===== config.mk =====
export PLATFORM = sky130hd
export DESIGN_NAME = cpu_pc_sequencer
export DESIGN_NICKNAME = d
export VERILOG_FILES = /design/src/rtl/cpu_pc_sequencer.sv
export SDC_FILE = /design/constraint.sdc
export NUM_CORES = 1
export LEC_CHECK = 0
export ABC_AREA = 1
export BUFFER_PORTS_ARGS = -buffer_cell sky130_fd_sc_hd__buf_2
export CORE_UTILIZATION = 49
export CTS_CLUSTER_DIAMETER = 200
export CTS_CLUSTER_SIZE = 16
export DETAILED_ROUTE_END_ITERATION = 10
export PLACE_DENSITY = 0.73
export SYNTH_ARGS = -nofsm -noshare
export SYNTH_HDL_FRONTEND = slang
export SYNTH_SLANG_ARGS = --single-unit
export TNS_END_PERCENT = 20

===== constraint.sdc =====
create_clock -name clk -period 2.7 [get_ports clk]
set_clock_uncertainty 0.15 [all_clocks]
set_input_delay 0.135 -clock clk [delete_from_list [all_inputs] [get_ports clk]]
set_output_delay 0.135 -clock clk [all_outputs]
set_load 0.02 [all_outputs]

===== src/rtl/cpu_pc_sequencer.sv =====
// Fetch-PC sequencer: advances the PC on accepted fetches and applies branch/JAL/JALR redirects.
// Define CPU_MISALIGN_TRAP_EN to trap on misaligned targets instead of silently aligning them.
module cpu_pc_sequencer #(
    parameter logic [31:0] RESET_PC    = 32'h0000_0000,
    parameter logic [31:0] TRAP_VECTOR = 32'h0000_0100
) (
    input  logic        clk,
    input  logic        rst_n,
    input  logic        stall,
    output logic        fetch_valid,
    input  logic        fetch_ready,
    output logic [31:0] fetch_pc,
    input  logic        resolve_valid,
    input  logic [1:0]  resolve_type,
    input  logic [31:0] resolve_pc,
    input  logic [31:0] resolve_imm,
    input  logic [31:0] resolve_base,
    input  logic        condition_satisfied,
    output logic        redirect,
    output logic        link_valid,
    output logic [31:0] link_pc,
    output logic        trap,
    output logic [31:0] trap_addr,
    input  logic        trap_ack
);

    typedef enum logic [1:0] {IDLE, RUN, FLUSH, TRAP} state_e;

    state_e      state_q;
    logic [31:0] pc_q;
    logic        redirect_q;
    logic        linkValid_q;
    logic [31:0] linkPc_q;

    logic        acceptWindow;
    logic        isJump;
    logic        isTaken;
    logic [31:0] rawTarget;
    logic [31:0] target;

    // Resolutions only matter while the front end is live (RUN or FLUSH).
    assign acceptWindow = (state_q == RUN) || (state_q == FLUSH);
    assign isJump       = resolve_valid && acceptWindow &&
                          ((resolve_type == 2'b01) || (resolve_type == 2'b10));
    assign isTaken      = isJump || (resolve_valid && acceptWindow &&
                          (resolve_type == 2'b00) && condition_satisfied);
    assign rawTarget    = (resolve_type == 2'b10) ? ((resolve_base + resolve_imm) & ~32'h1)
                                                  : (resolve_pc + resolve_imm);

`ifdef CPU_MISALIGN_TRAP_EN
    logic        trap_q;
    logic [31:0] trapAddr_q;
    logic        misaligned;

    assign target     = rawTarget;
    assign misaligned = (rawTarget[1:0] != 2'b00);
    assign trap       = trap_q;
    assign trap_addr  = trapAddr_q;
`else
    logic unusedTrapInputs;

    assign target           = rawTarget & ~32'h3;
    assign trap             = 1'b0;
    assign trap_addr        = 32'h0;
    assign unusedTrapInputs = trap_ack ^ (|TRAP_VECTOR);
`endif

    assign fetch_valid = (state_q == RUN) && !stall;
    assign fetch_pc    = pc_q;
    assign redirect    = redirect_q;
    assign link_valid  = linkValid_q;
    assign link_pc     = linkPc_q;

    always_ff @(posedge clk or negedge rst_n) begin
        if (!rst_n) begin
            state_q     <= IDLE;
            pc_q        <= RESET_PC;
            redirect_q  <= 1'b0;
            linkValid_q <= 1'b0;
            linkPc_q    <= 32'h0;
`ifdef CPU_MISALIGN_TRAP_EN
            trap_q      <= 1'b0;
            trapAddr_q  <= 32'h0;
`endif
        end else begin
            redirect_q  <= 1'b0;
            linkValid_q <= 1'b0;
            // The link write happens even when the jump itself traps.
            if (isJump) begin
                linkValid_q <= 1'b1;
                linkPc_q    <= resolve_pc + 32'd4;
            end
            case (state_q)
                IDLE: state_q <= RUN;
                RUN, FLUSH: begin
                    if (isTaken) begin
`ifdef CPU_MISALIGN_TRAP_EN
                        if (misaligned) begin
                            trapAddr_q <= target;
                            trap_q     <= 1'b1;
                            state_q    <= TRAP;
                        end else
`endif
                        begin
                            pc_q       <= target;
                            redirect_q <= 1'b1;
                            state_q    <= FLUSH;
                        end
                    end else begin
                        if (fetch_valid && fetch_ready) begin
                            pc_q <= pc_q + 32'd4;
                        end
                        state_q <= RUN;
                    end
                end
                TRAP: begin
`ifdef CPU_MISALIGN_TRAP_EN
                    if (trap_ack) begin
                        pc_q    <= TRAP_VECTOR;
                        trap_q  <= 1'b0;
                        state_q <= FLUSH;
                    end
`else
                    state_q <= RUN;
`endif
                end
                default: state_q <= IDLE;
            endcase
        end
    end

endmodule


; Word-level counts from Yosys, hierarchy flattened
; Cells that the tools add are included.
[classes]
addsub = 4
n_eq_ne = 5
n_mux = 8
reduce_logical = 16
[ops]
columns = operator, n
row1 = 2-to-1 mux 32 bit, 3
row2 = adder 32 x 3 -> 32 bit (second input constant), 2
row3 = adder 32 bit, 2
row4 = == test 2 bit (second input constant), 3
row5 = logical AND 1 bit, 6
row6 = == test 2 x 1 -> 1 bit (second input constant), 2
row7 = zero test 2 bit, 2
row8 = one-hot mux 2 bit (2 select lines), 1
row9 = OR reduction 2 bit, 2
row10 = logical OR 1 bit, 3
row11 = 2-to-1 mux 1 bit, 3
row12 = 2-to-1 mux 2 bit, 1
row13 = AND reduction 2 bit, 1
row14 = nonzero test 2 bit, 1
row15 = zero test 1 bit, 1
[totals]
regBits = 68
in_bits = 105
output_inout_bits = 100
word_cells = 38

; Depth between registers and ports, before layout
; Gate-level depths: netlist of the first run.
[depth]
ltp_word = 8
mapped_depth = 16

; Worst setup path before layout of the first run
; OpenSTA, ideal clock, no wires.
[synth_timing]
path_kind = reg-to-reg
from = register, netlist name redirect
to = register pc_q[12] (netlist: fetch_pc[12])
setup_ns = 0.117
arrival_time_ns = 1.762
path_slack_ns = 0.671
stages_incl_launch_ff = 13
n_path_buf = 2
path_cell_list = dfrtp_1 -> inv_1 -> ha_1 -> inv_1 -> nand2_1 -> nor2_2 -> nor2_4 -> inv_1 -> buf_2 -> buf_2 -> nand3_1 -> nand2_1 -> nand2_1
[synth_rtl]
columns = item, line_no
row1 = to (signal assigned), 105  ; pc_q <= target;
row2 = to (signal assigned), 111  ; pc_q <= pc_q + 32'd4;
row3 = to (decl), 30  ; logic [31:0] pc_q;

; Worst setup path in the final report of the first run
[layout_timing]
from = input port resolve_pc[13]
to = register pc_q[30] (netlist: fetch_pc[30])
[layout_between]
elab_chain_cells = 3
[layout_lines]
columns = item, line_no
row1 = from (decl), 15  ; input logic [31:0] resolve_pc,
row2 = adder 32 bit, 48  ; : (resolve_pc + resolve_imm);
row3 = 2-to-1 mux 32 bit, 47  ; assign rawTarget = (resolve_type == 2'b10) ? ((resolve_base + resolve_imm) & ~32'h1)
row4 = 2-to-1 mux 32 bit, 96  ; if (isTaken) begin
; Every way passes these cells.
; A chain may end at the register's enable or synchronous reset.

==> results.txt, run 1 <==
----------------------------------------------------
[Status]
  Outcome ... finished, final reports clean

[Setup path]
  Cell count of the worst reg-to-reg path ... 12
  Critical Path End Type ... register
  CP required ... 2790 ps
  Cell count along the critical path ... 15
  Maximum single-stage delay on the critical path ... 530 ps
  Nature of the critical path startpoint ... input port
  Most used cell along the critical path ... nand2_1
  Arrival time reported for the critical path endpoint ... 2540 ps
  CP top delay family ... simple AND/OR/NAND/NOR gates
  Series of cell instances along the critical path ... dlygate4sd3_1 -> buf_2 -> ha_1 -> nand2_1 -> nor2_2 -> and3_1 -> nand2_1 -> nand2_1 -> nand2_1 -> nand2_1 -> nand2_1 -> nand3_1 -> nand3_1 -> nand2_1 -> nand2_1
  Slowest cell on the critical path ... dlygate4sd3_1
  R2R Path Start ... state_q[0]
  Setup crit start ... resolve_pc[13]
  Largest driver fanout on the critical path ... 4
  Type of the worst setup path ... in2reg
  Buffers and inverters on the worst path ... 2

[Timing]
  Endpoints failing setup ... 0
  Number of max-slew violations in the final report ... 0
  Final hold slack ... between 20 and 25 ps
  Final critical-path required period ... around 2500 ps
  Sum Neg Setup Slack ... 0 ps
  Max frequency ... ~410 MHz
  Tightest slew margin relative to the limit ... 0.4612
  Slew at the pin closest to its max-slew limit ... 807.3 ps
  Final worst slack ... 243.9 ps
  RSZ-0062 raised after global routing ... false
  Share of the clock period used by the worst path after layout ... 0.9097
  Final Hold Violating Endpoints ... 0

[Worst hold path]
  Worst hold path cell count ... 4
  Launch instance of the worst min-delay path ... resolve_pc[21]
  Type of the most critical hold path ... in2reg

[Floorplanning]
  Core area ... 18,830 sq um
  Die Height ... 141.0 um
  Die Area ... 19,890 sq um
  Starting Density ... 0.5030
  Number of placement rows ... 50
  Io pins ... 205
  Horizontal die dimension ... about 140 um

[Flow run]
  Max-cap check violation count ... 0

[Clock network]
  Clk root buf ... clkbuf_16
  Clock latency at the later pin of the worst-skew pair ... about 340 ps
  TritonCTS Buffers ... 9
  Clock edge transition at the registers on the reported setup and hold paths ... 60 ps
  Post-CTS setup-driven buffer insertion count ... 0
  Htree depth ... 3
  Num Clock Sinks ... 65
  CTS tree ... yes
  Max clock buf depth ... 2

[Final layout]
  Fillers ... 2,024
  Relative area change from synthesis to final layout ... 15.17%
  Fraction of final layout cells sized beyond drive strength 1 ... 0.1197
  Antenna diode instance count ... 0
  Most common cell after layout, fill and taps aside ... nand2_1
  Net count, final ... roughly 2,100
  Highest-count cells in the layout ignoring fill and taps ... nand2_1, inv_1, buf_2
  Core Util, Final ... 0.5793

[Routing]
  Post-detailed-route via-to-cell ratio ... 5.036
  DRC ... 0
  Number of DRC markers in iteration 0 ... around 910
  Count of vias placed by the detailed router ... 10,900
  Residual antenna-violating net count after detailed routing ... 0
  Total Routed Length ... 31.35 mm
  Routed length per instance ... 14.49 um
  Drt pass-1 iters ... 6

[Synthesis]
  Warnings, synthesis ... 0
  Count of state elements after synthesis ... 65
  Gate Count Post-Synth ... around 1,700
  Dominant register cell in the synthesized netlist ... dfrtp_1
  Async S/R FF share, synth ... 1.000
  Share of the synthesized area in the top cell type ... 0.2719
  Number of distinct library cells after synthesis ... 42
  Post-synth EDFFs ... 0
  Per-instance average area after synthesis ... 5.494 sq um
  Biggest area consumer among synthesized cells ... nand2_1
  Cell area after technology mapping ... around 9500 sq um
  Largest cells by area after synthesis ... nand2_1, dfrtp_1, inv_1
  Fraction of the yosys area taken by sequential cells ... 0.1717

[Global routing]
  First-pass GRT wire length ... 49.76 mm
  Maximum number of pins on one net before global-route repair ... 58
  Overall overflow remaining after global route ... 0
  Global-route total usage across every layer ... 0.3221
  Vias in the first global route ... 9,604
  Initial antenna violation count ... 0

[Power]
  Maximum vdd drop ... approximately 0.4 mV
  Static power due to leakage ... 6.617 nW
  Total power density per cell area ... 577.4 nW/um^2

[Place]
  Total of buffers placed on input and output ports ... ~170
  Post-place setup slack ... approximately 350 ps
  Detailed-placement wirelength estimate ... 26.15 mm
  Routability cong. ... 0.9882

----------------------------------------------------
==> Yosys cell counts (4+ instances only) <==
cell type	count
nand2_1	686
a21oi_1	63
dfrtp_1	65
o21bai_1	6
o21ai_0	58
nand2_2	4
nor2_2	8
nand3_1	121
a31oi_1	5
buf_4	37
nor3_1	26
ha_1	65
nor4_1	10
nor2_1	114
xor2_1	29
buf_2	6
inv_2	5
nand3b_1	12
a21boi_0	4
and3_1	6
clkbuf_1	12
xnor2_1	14
inv_1	317
nand4_1	17
nor2_4	5
==> worst min-delay path, cell delays in order <==
cell and delay (ps):
buf_2 150, xor2_1 90, nand2_1 60, nand2_1 40
==> area by class of cell <==
cell class	instances	area (sq um)	area share
timing repair buffer	190	1049	0.09612
tap	260	325.3	0.02982
inverter	323	1212	0.1111
clock inverter	3	42.54	0.003900
multi-input combinational	1312	6410	0.5876
clock buffer	11	242.7	0.02225
sequential	65	1627	0.1491
==> timing repair <==
item,4_1_cts,5_1_grt
hold endpoints to repair,76,0
hold buffers,12,0
setup endpoints to repair,0,7
gates resized for setup,0,5
==> metrics by stage <==
step / instance area (sq um) / power, W / cells
floorplan: 9599 / 0.003992 / 1758
global placement: 10490 / 0.005015 / 2138
detailed placement: 10490 / 0.005076 / 2138
CTS: 10890 / 0.006296 / 2164
global route: 10910 / 0.006790 / 2164
finish: 10910 / 0.006298 / 2164
==> flip-flops by register name, summed over array words and instances (netlist names) <==
| name | count |
|---|---|
| fetch_pc | 30 |
| link_pc | 32 |
| link_valid | 1 |
| redirect | 1 |
| state_q | 1 |
==> path summary, 6_finish.rpt <==
path                                 to  slack, ps
min reg2reg                  link_pc[0]        310
min in group asynchronous   link_pc[25]         60
max reg2reg                fetch_pc[23]        310
max in group asynchronous  fetch_pc[20]       1690
max                        fetch_pc[30]        240
min                         link_pc[21]         20
==> where the power goes <==
| group | switching (W) | internal [W] | leakage [nW] |
|---|---|---|---|
| clock | 0.000455 | 0.000729 | 0.137 |
| sequential | 0.000420 | 0.00136 | 0.805 |
| combinational | 0.00223 | 0.00110 | 5.67 |
| total | 0.00311 | 0.00319 | 6.62 |
==> layer usage <==
| layer | GRT usage | vias to the layer above | routed length, um |
|---|---|---|---|
| li1 | - | 5612 | - |
| met1 | 0.4585 | 4830 | 15070 |
| met3 | 0.04654 | 28 | 2290 |
| met4 | 0.06236 | 0 | 388 |
| met5 | 0 | - | 0 |
| met2 | 0.5172 | 427 | 13600 |
==> cells by family (layout without fill, tap and decap cells) <==
logic type,Yosys count,after routing,share of synthesized area
other cells,1,35,0.0003959
compound gates,148,148,0.08428
fa+ha+maj,65,65,0.08587
flops,65,65,0.1717
buf+inv,381,527,0.1664
simple gates,1021,1021,0.4515
xor+xnor,43,43,0.03976
(Power assumes the default switching activity.)
==> run 2, diff against run 1 <==
ABC_AREA = 0   (was 1)
PLACE_DENSITY = 0.76   (was 0.73)
==> run 2 against run 1 <==
  * Via count decreased by 27%
  * Flip-flop and latch count unchanged
  * Global-route usage down 2.5 points
  * Synthesized area fell by 24%
  * Combinational power down 9.6%
  * Critical path depth down 7
  * Clock power grew 16%
  * Total power is 3.0% lower
  * Register-to-register slack worse by 210 ps
  * Sequential power shrank 3%
  * Worst hold slack got worse by 1.9 ps
  * Worst setup slack worse by 140 ps
  * Largest cell class unchanged
  * Highest routed layer unchanged
==> results.txt, run 2 <==
----------------------------------------------------
[Status]
  Outcome ... finished, final reports clean

[Setup path]
  CP required ... around 2800 ps
  Type of the worst setup path ... reg2reg
  Largest driver fanout on the critical path ... 9
  Critical Path End Type ... register
  Arrival time reported for the critical path endpoint ... 2730 ps
  Nature of the critical path startpoint ... register

[Synthesis]
  Async S/R FF share, synth ... 1.000
  Count of state elements after synthesis ... 65
  Post-synth EDFFs ... 0
  Share of the synthesized area in the top cell type ... 0.2246
  Warnings, synthesis ... 0
  Fraction of the yosys area taken by sequential cells ... 0.2246
  Cell area after technology mapping ... 7243 sq um
  Most instantiated library cell after synthesis ... nand2_1
  Largest cells by area after synthesis ... dfrtp_1, ha_1, a21oi_1
  Per-instance average area after synthesis ... 7.697 sq um
  Biggest area consumer among synthesized cells ... dfrtp_1
  Number of distinct library cells after synthesis ... 78
  Top cell types by occurrence after synthesis ... nand2_1, a21oi_1, o21ai_0
  Dominant register cell in the synthesized netlist ... dfrtp_1
  Gate Count Post-Synth ... approximately 940

[Routing]
  Post-detailed-route via-to-cell ratio ... 5.836
  Count of vias placed by the detailed router ... 7,966
  Drt pass-1 iters ... 6
  Residual antenna-violating net count after detailed routing ... 0
  Number of DRC markers in iteration 0 ... 721
  Routed length per instance ... about 17 um
  Total Routed Length ... between 20 and 25 mm
  DRC ... 0

[Timing]
  Number of max-slew violations in the final report ... 0
  RSZ-0062 raised after global routing ... true
  Share of the clock period used by the worst path after layout ... 0.9634
  Max frequency ... 384.5 MHz
  Tightest slew margin relative to the limit ... 0.5093
  Final worst slack ... ~100 ps
  Endpoints failing setup ... 0
  Slew at the pin closest to its max-slew limit ... 736.0 ps
  Final critical-path required period ... 2601 ps
  Final Hold Violating Endpoints ... 0

[Worst hold path]
  Type of the most critical hold path ... in2reg

[Final layout]
  Area of all sequential standard cells ... 1627 sq um
  Highest-count cells in the layout ignoring fill and taps ... buf_2, nand2_1, a21oi_1
  Max reg flops ... 32
  Most common cell after layout, fill and taps aside ... buf_2
  Net count, final ... 1,346
  Multi-input combinational cell area ... 5326 sq um
  Fillers ... ~1,300
  Relative area change from synthesis to final layout ... 26.43%
  Antenna diode instance count ... 0
  Fraction of final layout cells sized beyond drive strength 1 ... 0.2464

[Place]
  Detailed-placement wirelength estimate ... 18.56 mm
  Routability cong. ... 0.9673
  Total of buffers placed on input and output ports ... between 150 and 200
  Post-place setup slack ... -122.7 ps

[Floorplanning]
  Io pins ... 205
  Starting Density ... 0.5003
  Core area ... 14,480 sq um
  Horizontal die dimension ... 123.6 um
  Die Height ... 123.6 um
  Die Area ... about 15,000 sq um
  Number of placement rows ... 44

[Global routing]
  Fraction of met2 tracks used by global routing ... 0.4875
  Overall overflow remaining after global route ... 0
  Initial antenna violation count ... 0
  Maximum number of pins on one net before global-route repair ... 63
  Fraction of met3 tracks used by global routing ... 0.04441
  First-pass GRT wire length ... around 35 mm
  GR Util met1 ... 0.3960
  Most used routing layer in global routing ... met2
  Vias in the first global route ... 7,115
  Global-route total usage across every layer ... 0.2975

[Clock network]
  Clock edge transition at the registers on the reported setup and hold paths ... 60 ps
  TritonCTS Buffers ... 9
  Clock latency at the later pin of the worst-skew pair ... between 300 and 400 ps
  Num Clock Sinks ... 65
  CTS tree ... yes
  Clk root buf ... clkbuf_16
  Htree depth ... 3
  Max clock buf depth ... 2
  Post-CTS setup-driven buffer insertion count ... 0

[Power]
  Static power due to leakage ... 4.335 nW
  Total power density per cell area ... 667.2 nW/um^2
  Maximum vdd drop ... 0.3022 mV
  Total power ... between 0.006 and 0.007 W

[Flow run]
  Max-cap check violation count ... 0

----------------------------------------------------
-- run 2: logic make-up (layout without fill, tap and decap cells) --
logic type | count (synthesis) | count (layout) | synth area share
other | 1 | 35 | 0.0005177
AND/OR/NAND/NOR | 332 | 332 | 0.2237
adder cells (fa/ha/maj) | 65 | 65 | 0.1123
XOR/XNOR | 68 | 68 | 0.08223
flip-flops | 65 | 65 | 0.2246
AO/OA/AOI/OAI | 312 | 312 | 0.2774
buffers and inverters | 87 | 293 | 0.06392
multiplexers | 11 | 11 | 0.01537
-- run 2: area by class of cell --
class,instances,share of cell area
timing repair buffer,256,0.1683
sequential,65,0.1776
inverter,21,0.008608
multi-input combinational,823,0.5816
clock buffer,10,0.02610
clock inverter,6,0.01257
tap,184,0.02514
-- run 2: worst paths after layout --
kind	startpoint	to	slack, ps	depth (start not counted)
max in group asynchronous	rst_n	redirect	1460	3
worst min-delay path	resolve_pc[29]	link_pc[29]	20	3
worst max-delay path	state_q[0]	fetch_pc[28]	100	8
min in group asynchronous	rst_n	link_pc[0]	270	2
worst min register to register	link_pc[15]	link_pc[15]	320	2
worst max register to register	state_q[0]	fetch_pc[28]	100	8
-- run 2: worst max-delay path: stages (launching register included) --
cell      delay, ps
dfrtp_1         380
ha_1            390
nor3b_4         270
inv_1           100
a21o_1          280
nor2_4          300
nand2_1         160
o311ai_0        360
or4_1           170
-- run 2: stage by stage --
| step | std cells | TNS (ps) | hold WS (ps) | instance area [sq um] | utilization |
|---|---|---|---|---|---|
| after global placement | 1343 | -211.4 | 54.87 | 8705 | 0.6012 |
| final | 1365 | 0 | 18.39 | 9158 | 0.6325 |
| after floorplan | 975 | 0 | -310.6 | 7371 | - |
| after detailed placement | 1343 | -472.7 | 63.35 | 8705 | 0.6012 |
| after CTS | 1365 | 0 | 17.30 | 9124 | 0.6301 |
| after global routing | 1365 | -7.957 | 33.52 | 9158 | 0.6325 |
-- run 2: report_power, final --
group          internal, W  total [W]  switching, W  leakage [nW]
Combinational      0.00114    0.00301       0.00187          3.38
Sequential         0.00136    0.00173      0.000368         0.790
Clock             0.000930    0.00137      0.000444         0.169
Total              0.00343    0.00611       0.00268          4.34
-- run 2: routing by layer --
| metal | vias to the layer above | wire (um) |
|---|---|---|
| met1 | 3654 | 9731 |
| li1 | 3875 | - |
| met5 | - | 0 |
| met4 | 0 | 630 |
| met3 | 49 | 2070 |
| met2 | 388 | 10450 |
-- run 2: timing repair --
item | in CTS | in global routing
hold endpoints to repair | 30 | 0
pin swaps | 0 | 2
hold buffers | 6 | 0
cloned | 0 | 0
setup endpoints to repair | 1 | 4
gates resized for setup | 1 | 7
==> run 3, diff against run 2 <==
ABC_AREA = 1   (was 0)
PLACE_DENSITY = 0.73   (was 0.76)
REMOVE_ABC_BUFFERS = 1   (was default)
==> run 3 against run 2 <==
  * Worst setup slack improved by 88 ps
  * Clock-buffer cell count grew 1
  * Core utilization is 5.1 points lower
  * Routed wire length grew 39%
  * Worst hold slack improved by 10 ps
  * Via count increased by 38%
  * Sequential power grew 3%
  * Critical path type is now in2reg
  * Largest cell class unchanged
==> results.txt, run 3 (synthesis results as in run 1) <==
----------------------------------------------------
[Routing]
  DRC ... 0
  Count of vias placed by the detailed router ... 11,010
  Number of DRC markers in iteration 0 ... 1,165
  Routed length per instance ... 14.65 um
  Post-detailed-route via-to-cell ratio ... 5.082
  Drt pass-1 iters ... 5
  Residual antenna-violating net count after detailed routing ... 0
  Total Routed Length ... approximately 32 mm

[Place]
  Total of buffers placed on input and output ports ... 168
  Detailed-placement wirelength estimate ... about 26 mm
  Routability cong. ... 0.9805
  Post-place setup slack ... 371.1 ps
  Inst Count DP ... 2,139

[Timing]
  Number of max-slew violations in the final report ... 0
  RSZ-0062 raised after global routing ... false
  Share of the clock period used by the worst path after layout ... 0.9307
  Final Hold Violating Endpoints ... 0
  Max frequency ... 398.0 MHz
  Final critical-path required period ... 2513 ps
  Endpoints failing setup ... 0
  Sum Neg Setup Slack ... 0 ps
  Final hold slack ... 28.53 ps
  Tightest slew margin relative to the limit ... 0.4410
  Final worst slack ... approximately 190 ps
  Slew at the pin closest to its max-slew limit ... around 840 ps

[Floorplanning]
  Die Area ... roughly 20,000 sq um
  Number of placement rows ... 50
  Io pins ... 205
  Die Height ... 141.0 um
  Horizontal die dimension ... approximately 140 um
  Starting Density ... 0.5030
  Core area ... 18,830 sq um

[Final layout]
  Net count, final ... 2,073
  Fraction of final layout cells sized beyond drive strength 1 ... 0.1186
  Relative area change from synthesis to final layout ... 15.52%
  Post-route insts no fill ... 2,166
  Most common cell after layout, fill and taps aside ... nand2_1
  Fillers ... between 1,500 and 2,000
  Max reg flops ... 32
  Highest-count cells in the layout ignoring fill and taps ... nand2_1, inv_1, buf_2
  Antenna diode instance count ... 0

[Global routing]
  Maximum number of pins on one net before global-route repair ... 39
  Overall overflow remaining after global route ... 0
  Vias in the first global route ... 9,730
  Initial antenna violation count ... 0
  Global-route total usage across every layer ... 0.3250
  First-pass GRT wire length ... 50.34 mm

[Setup path]
  Critical path destination ... fetch_pc[29]
  Type of the worst setup path ... in2reg
  Largest driver fanout on the critical path ... 5
  Cell count of the worst reg-to-reg path ... 11
  Nature of the critical path startpoint ... input port
  Reg2Reg Setup Slack ... 440 ps
  Series of cell instances along the critical path ... dlygate4sd3_1 -> buf_2 -> ha_1 -> nand2_1 -> nor2_1 -> and3_1 -> nand2_1 -> nand2_1 -> nand2_1 -> nand2_1 -> nand2_1 -> nand3_1 -> nand3_1 -> nand2_1 -> nand2_1
  Arrival time reported for the critical path endpoint ... 2610 ps
  Reg-to-Reg End ... fetch_pc[20]
  Maximum single-stage delay on the critical path ... roughly 540 ps
  Most used cell along the critical path ... nand2_1
  R2R Path Start ... fetch_pc[2]
  Critical Path End Type ... register
  CP required ... about 2800 ps
  Setup crit start ... resolve_pc[9]
  Slowest cell on the critical path ... dlygate4sd3_1

[Clock network]
  Clk root buf ... clkbuf_16
  Clock edge transition at the registers on the reported setup and hold paths ... 60 ps
  Clock latency at the later pin of the worst-skew pair ... 350 ps
  CTS tree ... yes
  Max clock buf depth ... 2
  Num Clock Sinks ... 65
  Htree depth ... 3
  TritonCTS Buffers ... 9

[Power]
  Static power due to leakage ... 6.632 nW
  Net Sw Power ... 0.003138 W
  Switching share of power ... 0.4947
  Maximum vdd drop ... around 0.35 mV
  Cell-internal power ... 0.003205 W
  Clk pwr share ... 0.187
  Total power ... between 0.006 and 0.007 W
  Total power density per cell area ... 579.7 nW/um^2
  Sequential power share ... 0.282
  Power share of the combinational group ... 0.530

[Status]
  Outcome ... finished, final reports clean

[Flow run]
  Max-cap check violation count ... 0

[Worst hold path]
  Launch instance of the worst min-delay path ... resolve_pc[10]
  Type of the most critical hold path ... in2reg

----------------------------------------------------
run 3: power by group through the flow:
stage / Sequential, W / Combinational [W] / Clock, W
floorplan: 0.00218 / 0.00174 / 0
global placement: 0.00178 / 0.00325 / 0
detailed placement: 0.00179 / 0.00332 / 0
CTS: 0.00178 / 0.00334 / 0.00121
global route: 0.00184 / 0.00374 / 0.00126
finish: 0.00179 / 0.00336 / 0.00119
run 3: metal layers:
metal / track usage / vias up / part of all wire
met5: 0 / - / 0
met3: 0.04755 / 35 / 0.085
met4: 0.07494 / 0 / 0.016
li1: - / 5634 / -
met1: 0.4637 / 4847 / 0.47
met2: 0.5143 / 492 / 0.43
run 3: stage by stage:
step	instance area [sq um]	util
2_1_floorplan	9235	-
3_3_place_gp	10520	0.5587
3_5_place_dp	10520	0.5587
4_1_cts	10940	0.5808
5_1_grt	10940	0.5811
6_report	10940	0.5811
run 3: worst max-delay path, delay by kind of cell:
kind	cells	cell delay [ps]
simple gates	12	1420
buf+inv	2	700
fa+ha+maj	1	350
run 3: how the worst min path moves through the flow:
stage,endpoint,slack (ps),cells past startpoint
2_1_floorplan,fetch_pc[10],-310,0
3_3_place_gp,link_pc[27],100,1
3_5_place_dp,link_pc[28],120,1
4_1_cts,link_pc[18],20,3
5_1_grt,link_pc[18],20,3
6_report,link_pc[10],30,3
run 3: cell type report:
class	count	area, sq um	share of cell area
clock buffers	11	242.7	0.02218
clock inverters	3	42.54	0.003888
flip-flops and latches	65	1627	0.1487
multi-input cells	1312	6401	0.5850
inverters	323	1212	0.1108
repair buffers	192	1091	0.09971
well taps	260	325.3	0.02973
run 3: timing repair:
| item | 4_1_cts | 5_1_grt |
|---|---|---|
| hold buffers | 13 | 0 |
| hold endpoints to repair | 45 | 0 |
| setup buffers | 0 | 0 |
| resized for setup | 0 | 3 |
| endpoints found under the setup margin | 0 | 2 |
